<file path="config.mk">
export PLATFORM = sky130hd
export DESIGN_NAME = ex_fwd_hazard_ctrl_flat
export DESIGN_NICKNAME = d
export VERILOG_FILES = /design/src/rtl/ex_fwd_hazard_ctrl_pkg.sv /design/src/rtl/ex_fwd_hazard_ctrl_if.sv /design/src/rtl/ex_fwd_hazard_ctrl_fwd_sel.sv /design/src/rtl/ex_fwd_hazard_ctrl.sv /design/src/flat_wrapper.sv
export SDC_FILE = /design/constraint.sdc
export NUM_CORES = 1
export LEC_CHECK = 0
export BUFFER_PORTS_ARGS = -buffer_cell sky130_fd_sc_hd__clkbuf_2
export CORE_MARGIN = 2
export CORE_UTILIZATION = 47
export CTS_CLUSTER_DIAMETER = 80
export DETAILED_ROUTE_END_ITERATION = 10
export PLACE_DENSITY = 0.75
export SLEW_MARGIN = 40
export SYNTH_ARGS = -nofsm -noshare
export SYNTH_HDL_FRONTEND = slang
export SYNTH_HIERARCHICAL = 1
export SYNTH_SLANG_ARGS = --single-unit
</file>
<file path="constraint.sdc">
create_clock -name clk -period 2.18 [get_ports clk]
set_input_delay 0.109 -clock clk [delete_from_list [all_inputs] [get_ports clk]]
set_output_delay 0.109 -clock clk [all_outputs]
set_load 0.03 [all_outputs]
</file>
<file path="src/rtl/ex_fwd_hazard_ctrl_pkg.sv">
// rtl/ex_fwd_hazard_ctrl_pkg.sv - shared widths, forwarding select codes and shadow-stage records
package ex_fwd_hazard_ctrl_pkg;

  localparam int NREGS  = 32;
  localparam int REG_AW = $clog2(NREGS);

  localparam logic [1:0] FW_REG = 2'b00;
  localparam logic [1:0] FW_WB  = 2'b01;
  localparam logic [1:0] FW_MEM = 2'b10;

  typedef logic [REG_AW-1:0] reg_addr_t;

  typedef struct packed {
    logic      valid;
    reg_addr_t rs;
    reg_addr_t rt;
    logic      usesB;
    reg_addr_t rd;
    logic      regwr;
    logic      load;
  } stage_info_t;

  typedef struct packed {
    logic      valid;
    reg_addr_t rd;
    logic      regwr;
    logic      load;
  } mem_info_t;

  // Once in WB a load's data is on Di like any other result, so the load flag is dropped
  typedef struct packed {
    logic      valid;
    reg_addr_t rd;
    logic      regwr;
  } wb_info_t;

endpackage

</file>
<file path="src/rtl/ex_fwd_hazard_ctrl_if.sv">
// rtl/ex_fwd_hazard_ctrl_if.sv - ID-stage inputs and EX forwarding/stall outputs of the hazard unit
interface ex_fwd_hazard_ctrl_if;
  import ex_fwd_hazard_ctrl_pkg::*;

  reg_addr_t  rs_ID;
  reg_addr_t  rt_ID;
  reg_addr_t  rd_ID;
  logic       regwr_ID;
  logic       load_ID;
  logic       usesB_ID;
  logic       flush_ID;
  logic       hold_ext;
  logic [1:0] BusAFW;
  logic [1:0] BusBFW;
  logic       stall_IF_ID;
  logic       bubble_EX;

  modport master (
    output rs_ID, rt_ID, rd_ID, regwr_ID, load_ID, usesB_ID, flush_ID, hold_ext,
    input  BusAFW, BusBFW, stall_IF_ID, bubble_EX
  );

  modport slave (
    input  rs_ID, rt_ID, rd_ID, regwr_ID, load_ID, usesB_ID, flush_ID, hold_ext,
    output BusAFW, BusBFW, stall_IF_ID, bubble_EX
  );

endinterface

</file>
<file path="src/rtl/ex_fwd_hazard_ctrl_fwd_sel.sv">
// rtl/ex_fwd_hazard_ctrl_fwd_sel.sv - M/WB compare and priority for one EX operand
module ex_fwd_hazard_ctrl_fwd_sel
  import ex_fwd_hazard_ctrl_pkg::*;
(
  input  logic       en,
  input  reg_addr_t  src,
  input  logic       m_wr,
  input  reg_addr_t  m_rd,
  input  logic       wb_wr,
  input  reg_addr_t  wb_rd,
  output logic [1:0] sel
);

  // r0 is hard-wired zero, so a write to it must never shadow the register file
  always_comb begin
    sel = FW_REG;
    if (en && (src != '0)) begin
      if (m_wr && (m_rd == src)) begin
        sel = FW_MEM;
      end else if (wb_wr && (wb_rd == src)) begin
        sel = FW_WB;
      end
    end
  end

endmodule

</file>
<file path="src/rtl/ex_fwd_hazard_ctrl.sv">
// rtl/ex_fwd_hazard_ctrl.sv - EX/M/WB shadow pipeline driving forwarding selects and load-use stalls
module ex_fwd_hazard_ctrl
  import ex_fwd_hazard_ctrl_pkg::*;
(
  input  logic                clk,
  input  logic                rst_n,
  ex_fwd_hazard_ctrl_if.slave bus
);

  stage_info_t ex_q;
  mem_info_t   m_q;
  wb_info_t    wb_q;
  logic        luse;
  logic        stall;

  // A load in M is not forwardable, so the consumer must wait until the load reaches WB
  assign luse = ex_q.valid & ex_q.load & ex_q.regwr & (ex_q.rd != '0)
              & ((ex_q.rd == bus.rs_ID) | (bus.usesB_ID & (ex_q.rd == bus.rt_ID)));

  assign stall           = luse & ~bus.flush_ID & ~bus.hold_ext;
  assign bus.stall_IF_ID = stall;
  assign bus.bubble_EX   = stall;

  always_ff @(posedge clk or negedge rst_n) begin
    if (!rst_n) begin
      ex_q <= '0;
      m_q  <= '0;
      wb_q <= '0;
    end else if (!bus.hold_ext) begin
      wb_q <= '{valid: m_q.valid, rd: m_q.rd, regwr: m_q.regwr};
      m_q  <= '{valid: ex_q.valid, rd: ex_q.rd, regwr: ex_q.regwr, load: ex_q.load};
      if (stall || bus.flush_ID) begin
        ex_q <= '0;
      end else begin
        ex_q <= '{valid: 1'b1, rs: bus.rs_ID, rt: bus.rt_ID, usesB: bus.usesB_ID,
                  rd: bus.rd_ID, regwr: bus.regwr_ID, load: bus.load_ID};
      end
    end
  end

  ex_fwd_hazard_ctrl_fwd_sel u_sel_a (
    .en    (ex_q.valid),
    .src   (ex_q.rs),
    .m_wr  (m_q.valid & m_q.regwr & ~m_q.load),
    .m_rd  (m_q.rd),
    .wb_wr (wb_q.valid & wb_q.regwr),
    .wb_rd (wb_q.rd),
    .sel   (bus.BusAFW)
  );

  ex_fwd_hazard_ctrl_fwd_sel u_sel_b (
    .en    (ex_q.valid & ex_q.usesB),
    .src   (ex_q.rt),
    .m_wr  (m_q.valid & m_q.regwr & ~m_q.load),
    .m_rd  (m_q.rd),
    .wb_wr (wb_q.valid & wb_q.regwr),
    .wb_rd (wb_q.rd),
    .sel   (bus.BusBFW)
  );

endmodule
</file>
<file path="src/flat_wrapper.sv">
// flat-port wrapper written by rule: the top's interface ports become plain ports
module ex_fwd_hazard_ctrl_flat import ex_fwd_hazard_ctrl_pkg::*;
  (clk, rst_n, bus_rs_ID, bus_rt_ID, bus_rd_ID, bus_regwr_ID, bus_load_ID, bus_usesB_ID, bus_flush_ID, bus_hold_ext, bus_BusAFW, bus_BusBFW, bus_stall_IF_ID, bus_bubble_EX);
  ex_fwd_hazard_ctrl_if bus_i ();
  input  logic clk;
  input  logic rst_n;
  input wire logic [$bits(bus_i.rs_ID)-1:0] bus_rs_ID;
  input wire logic [$bits(bus_i.rt_ID)-1:0] bus_rt_ID;
  input wire logic [$bits(bus_i.rd_ID)-1:0] bus_rd_ID;
  input wire logic [$bits(bus_i.regwr_ID)-1:0] bus_regwr_ID;
  input wire logic [$bits(bus_i.load_ID)-1:0] bus_load_ID;
  input wire logic [$bits(bus_i.usesB_ID)-1:0] bus_usesB_ID;
  input wire logic [$bits(bus_i.flush_ID)-1:0] bus_flush_ID;
  input wire logic [$bits(bus_i.hold_ext)-1:0] bus_hold_ext;
  output wire logic [$bits(bus_i.BusAFW)-1:0] bus_BusAFW;
  output wire logic [$bits(bus_i.BusBFW)-1:0] bus_BusBFW;
  output wire logic [$bits(bus_i.stall_IF_ID)-1:0] bus_stall_IF_ID;
  output wire logic [$bits(bus_i.bubble_EX)-1:0] bus_bubble_EX;
  assign bus_i.rs_ID = bus_rs_ID;
  assign bus_i.rt_ID = bus_rt_ID;
  assign bus_i.rd_ID = bus_rd_ID;
  assign bus_i.regwr_ID = bus_regwr_ID;
  assign bus_i.load_ID = bus_load_ID;
  assign bus_i.usesB_ID = bus_usesB_ID;
  assign bus_i.flush_ID = bus_flush_ID;
  assign bus_i.hold_ext = bus_hold_ext;
  assign bus_BusAFW = bus_i.BusAFW;
  assign bus_BusBFW = bus_i.BusBFW;
  assign bus_stall_IF_ID = bus_i.stall_IF_ID;
  assign bus_bubble_EX = bus_i.bubble_EX;
  ex_fwd_hazard_ctrl u_core (.clk(clk), .rst_n(rst_n), .bus(bus_i));
endmodule
</file>
==> reports/metrics.yaml <==
status:
  status: "completed"
grt:
  global_route.usage.total_pct: 19.6
  grt-ovfl-total: 0
  grt_antenna_before_repair: 0
  grt_start_max_net_pins: 35
  first_pass_grt_wire_length_um: 7640
  first_global_vias: 1498
routing:
  remaining_antenna_violation_count: 0
  totalWireLength_um: 4460
  drt_first_iter_violations: 81
  routed-via-count: 1578
  avgRoutedWirePerCell_um: 16.5
  drt-vias-per-instance: 5.84
  drc: 0
  dr.pass1.iters: 4
sta:
  setup_violations: 0
  fin_crit_sh_pct: 93.6
  max_clock_freq_mhz: 490
  slew_headroom_pct: 43.3
  clock-skew-final_ps: 3.51
  tightestPinTransition_ps: 848
  finalMaxSlewViolations: 0
  unrepaired_setup_endpoints_after_global_routing: "no"
  finalHoldViolCount: 0
  post-route-min-period_ps: 2040
  setup-tns-final_ps: 0
layout:
  flow.area_growth_from_synthesis_pct: 11.7
  num-nets-final: 241
  drive_gt1_share_pct: 29.5
  layout_commonest_cell: "dfrtp_1"
  layout_common_cells: "dfrtp_1, clkbuf_2, o21ai_0"
  antennaDiodeCount: 0
placed_design:
  port_buffers: 27
  gp_routability_congestion: 0.851
  dp.final_hpwl_um: 3130
pwr:
  part_of_the_power_in_combinational_logic_pct: 21.8
  p_total_mw: 1.70
  pwr_density_cell_nw_per_um2: 753
  total_switching_power_mw: 0.527
  power.leakage_nw: 1.01
  intPower_mw: 1.18
  clock_group_share_of_total_power_pct: 28.1
  vdd_ir_drop_max_mv: 0.377
  power_share_of_the_sequential_group_pct: 50.1
  switching_share_pct: 30.9
logic_synthesis:
  synth_area_per_cell_um2: 10.6
  postSynth.topFlopCell: "dfrtp_1"
  async_flop_share_pct: 100
  yosys_warnings: 6
  seq_area_frac_synth_pct: 41.9
  distinct_cell_type_count_after_synthesis: 31
  post_syn_instances: 192
  yosys_register_bits: 34
  synth_enable_flop_cells: 0
  synthesized_nets: 214
  mappedNetlistArea_um2: 2030
worst_setup_path:
  critical_path.reg2reg.startpoint: "u_core/ex_q[3]$_DFFE_PN0N_"
  timing.critical_path.slowest_stage_cell: "or4_4"
  critical_path.n_buffers_inverters: 2
  critical_path.cell_chain: "or4_4, o211ai_4, inv_1, and2_1, clkbuf_2"
  crit_arrival_ps: 1930
  critPathKind: "reg -> out"
  maximum_fanout_encountered_on_the_critical_timing_path: 5
  cp.required_ps: 2070
  ff2ff_setup_slack_ps: 370
  max_stage_delay_ps: 570
  crit_path_end_kind: "primary output"
  crit-reg2reg-capture: "u_core/ex_q[3]$_DFFE_PN0N_"
  crit_path_start_kind: "register"
  timing.critical_path.max_delay_family: "simple AND/OR/NAND/NOR gates"
  ff2ff_path_depth: 5
worst_hold_path:
  min-delay-start: "bus_rd_ID[3]"
  worstHoldEndpoint: "u_core/ex_q[5]$_DFFE_PN0N_"
  hold_path.class: "in -> reg"
  hold_depth: 3
floorplanning:
  start_util_pct: 49.6
  fp.dieH_um: 69.7
  placement_rows: 23
  die_area_um2: 4860
  floorplan.core_area_um2: 4090
  dieWidth_um: 69.7
  ios: 28
clock_tree:
  clock_tree.htree_level_count: 2
  cts_root_buf: "clkbuf_8"
  cts_buffers: 5
  tritoncts: "yes"
  path_clk_slew_ps: 70
  numClockSinks: 34
  clock_latency_ps: 280
  clk_path_buf_depth: 2
run:
  maxCapViolations: 0
## kinds of logic (layout without fill, tap and decap cells)
logic type / after synthesis / after routing / share of synthesized area [%]
simple gates: 55 / 55 / 16.4
compound gates: 41 / 41 / 14.3
flops: 34 / 34 / 41.9
xor+xnor: 30 / 30 / 13.0
mux: 16 / 16 / 8.82
buf+inv: 16 / 44 / 5.61
## how the worst max path moves through the flow
stage                                    start                          to  slack, ps  cells past startpoint
global route        u_core/ex_q[3]$_DFFE_PN0N_             bus_stall_IF_ID         60                      5
floorplan           u_core/ex_q[3]$_DFFE_PN0N_             bus_stall_IF_ID        300                      5
global placement    u_core/ex_q[3]$_DFFE_PN0N_  u_core/ex_q[3]$_DFFE_PN0N_        450                      5
detailed placement  u_core/ex_q[3]$_DFFE_PN0N_  u_core/ex_q[3]$_DFFE_PN0N_        400                      5
CTS                 u_core/ex_q[3]$_DFFE_PN0N_             bus_stall_IF_ID        130                      5
finish              u_core/ex_q[3]$_DFFE_PN0N_             bus_stall_IF_ID        140                      5
## cells in the mapped netlist, types with 2 or more instances
cell           instances  area share (%)
a22oi_1               10             3.7
a32oi_1                7             3.0
and2_1                 3            0.93
and3_1                11             3.4
buf_4                  4             1.5
clkbuf_1               3            0.56
clkbuf_8               2             1.4
dfrtp_1               34              42
dlygate4sd1_1          2            0.86
inv_1                  3            0.56
mux2_2                15             8.3
nand2_1               10             1.9
nand3_1               16             3.9
nor2_1                 4            0.74
nor3b_2                2             1.2
nor4_1                 2            0.62
nor4_2                 2             1.2
o21ai_0               18             4.4
o21ai_2                2            0.86
or4_4                  3             1.7
xnor2_1               14             6.0
xor2_1                16             6.9
## power groups by stage
stage	Clock [mW]	Sequential, mW	Combinational, mW
2_1_floorplan	0	0.825	0.291
3_3_place_gp	0	0.861	0.355
3_5_place_dp	0	0.866	0.367
4_1_cts	0.495	0.855	0.371
5_1_grt	0.526	0.869	0.414
6_report	0.479	0.854	0.371
## timing repair
action	in CTS	in global routing
gates resized for setup	0	0
buffers inserted	0	0
hold buffers	1	0
hold endpoints to repair	34	0
setup endpoints to repair	0	0
## worst reg2reg max path: stages, from the launching register on
cell and delay (ps):
dfrtp_1 440, or4_4 570, o211ai_4 230, buf_4 260, a32oi_1 130, o21ai_0 110
## state kept, by name (all words and copies together), names as in the netlist
| signal | flops |
|---|---|
| u_core/ex_q | 19 |
| u_core/m_q | 8 |
| u_core/wb_q | 7 |
## per-layer routing
layer,wire [µm],GRT usage [%]
met1,2200,29.4
met2,2020,28.6
met3,186,4.51
met4,51,5.13
met5,0,0
## stage by stage
step / instances / setup slack [ps] / hold WS, ps / area (µm²) / util (%)
floorplan: 192 / 304 / -187 / 2030 / -
global placement: 261 / 451 / 254 / 2160 / 52.9
detailed placement: 261 / 399 / 123 / 2160 / 52.9
CTS: 270 / 131 / 45.8 / 2260 / 55.4
global route: 270 / 55.0 / 66.1 / 2260 / 55.4
finish: 270 / 139 / 57.5 / 2260 / 55.4
## cell type report
| type | instances | area [µm²] |
|---|---|---|
| Sequential cell | 34 | 851 |
| Fill cell | 374 | 1820 |
| Clock inverter | 1 | 5.00 |
| Timing Repair Buffer | 33 | 185 |
| Inverter | 3 | 11.3 |
| Clock buffer | 7 | 86.3 |
| Multi-Input combinational cell | 142 | 1060 |
| Tap cell | 50 | 62.6 |
(Power assumes the default switching activity.)
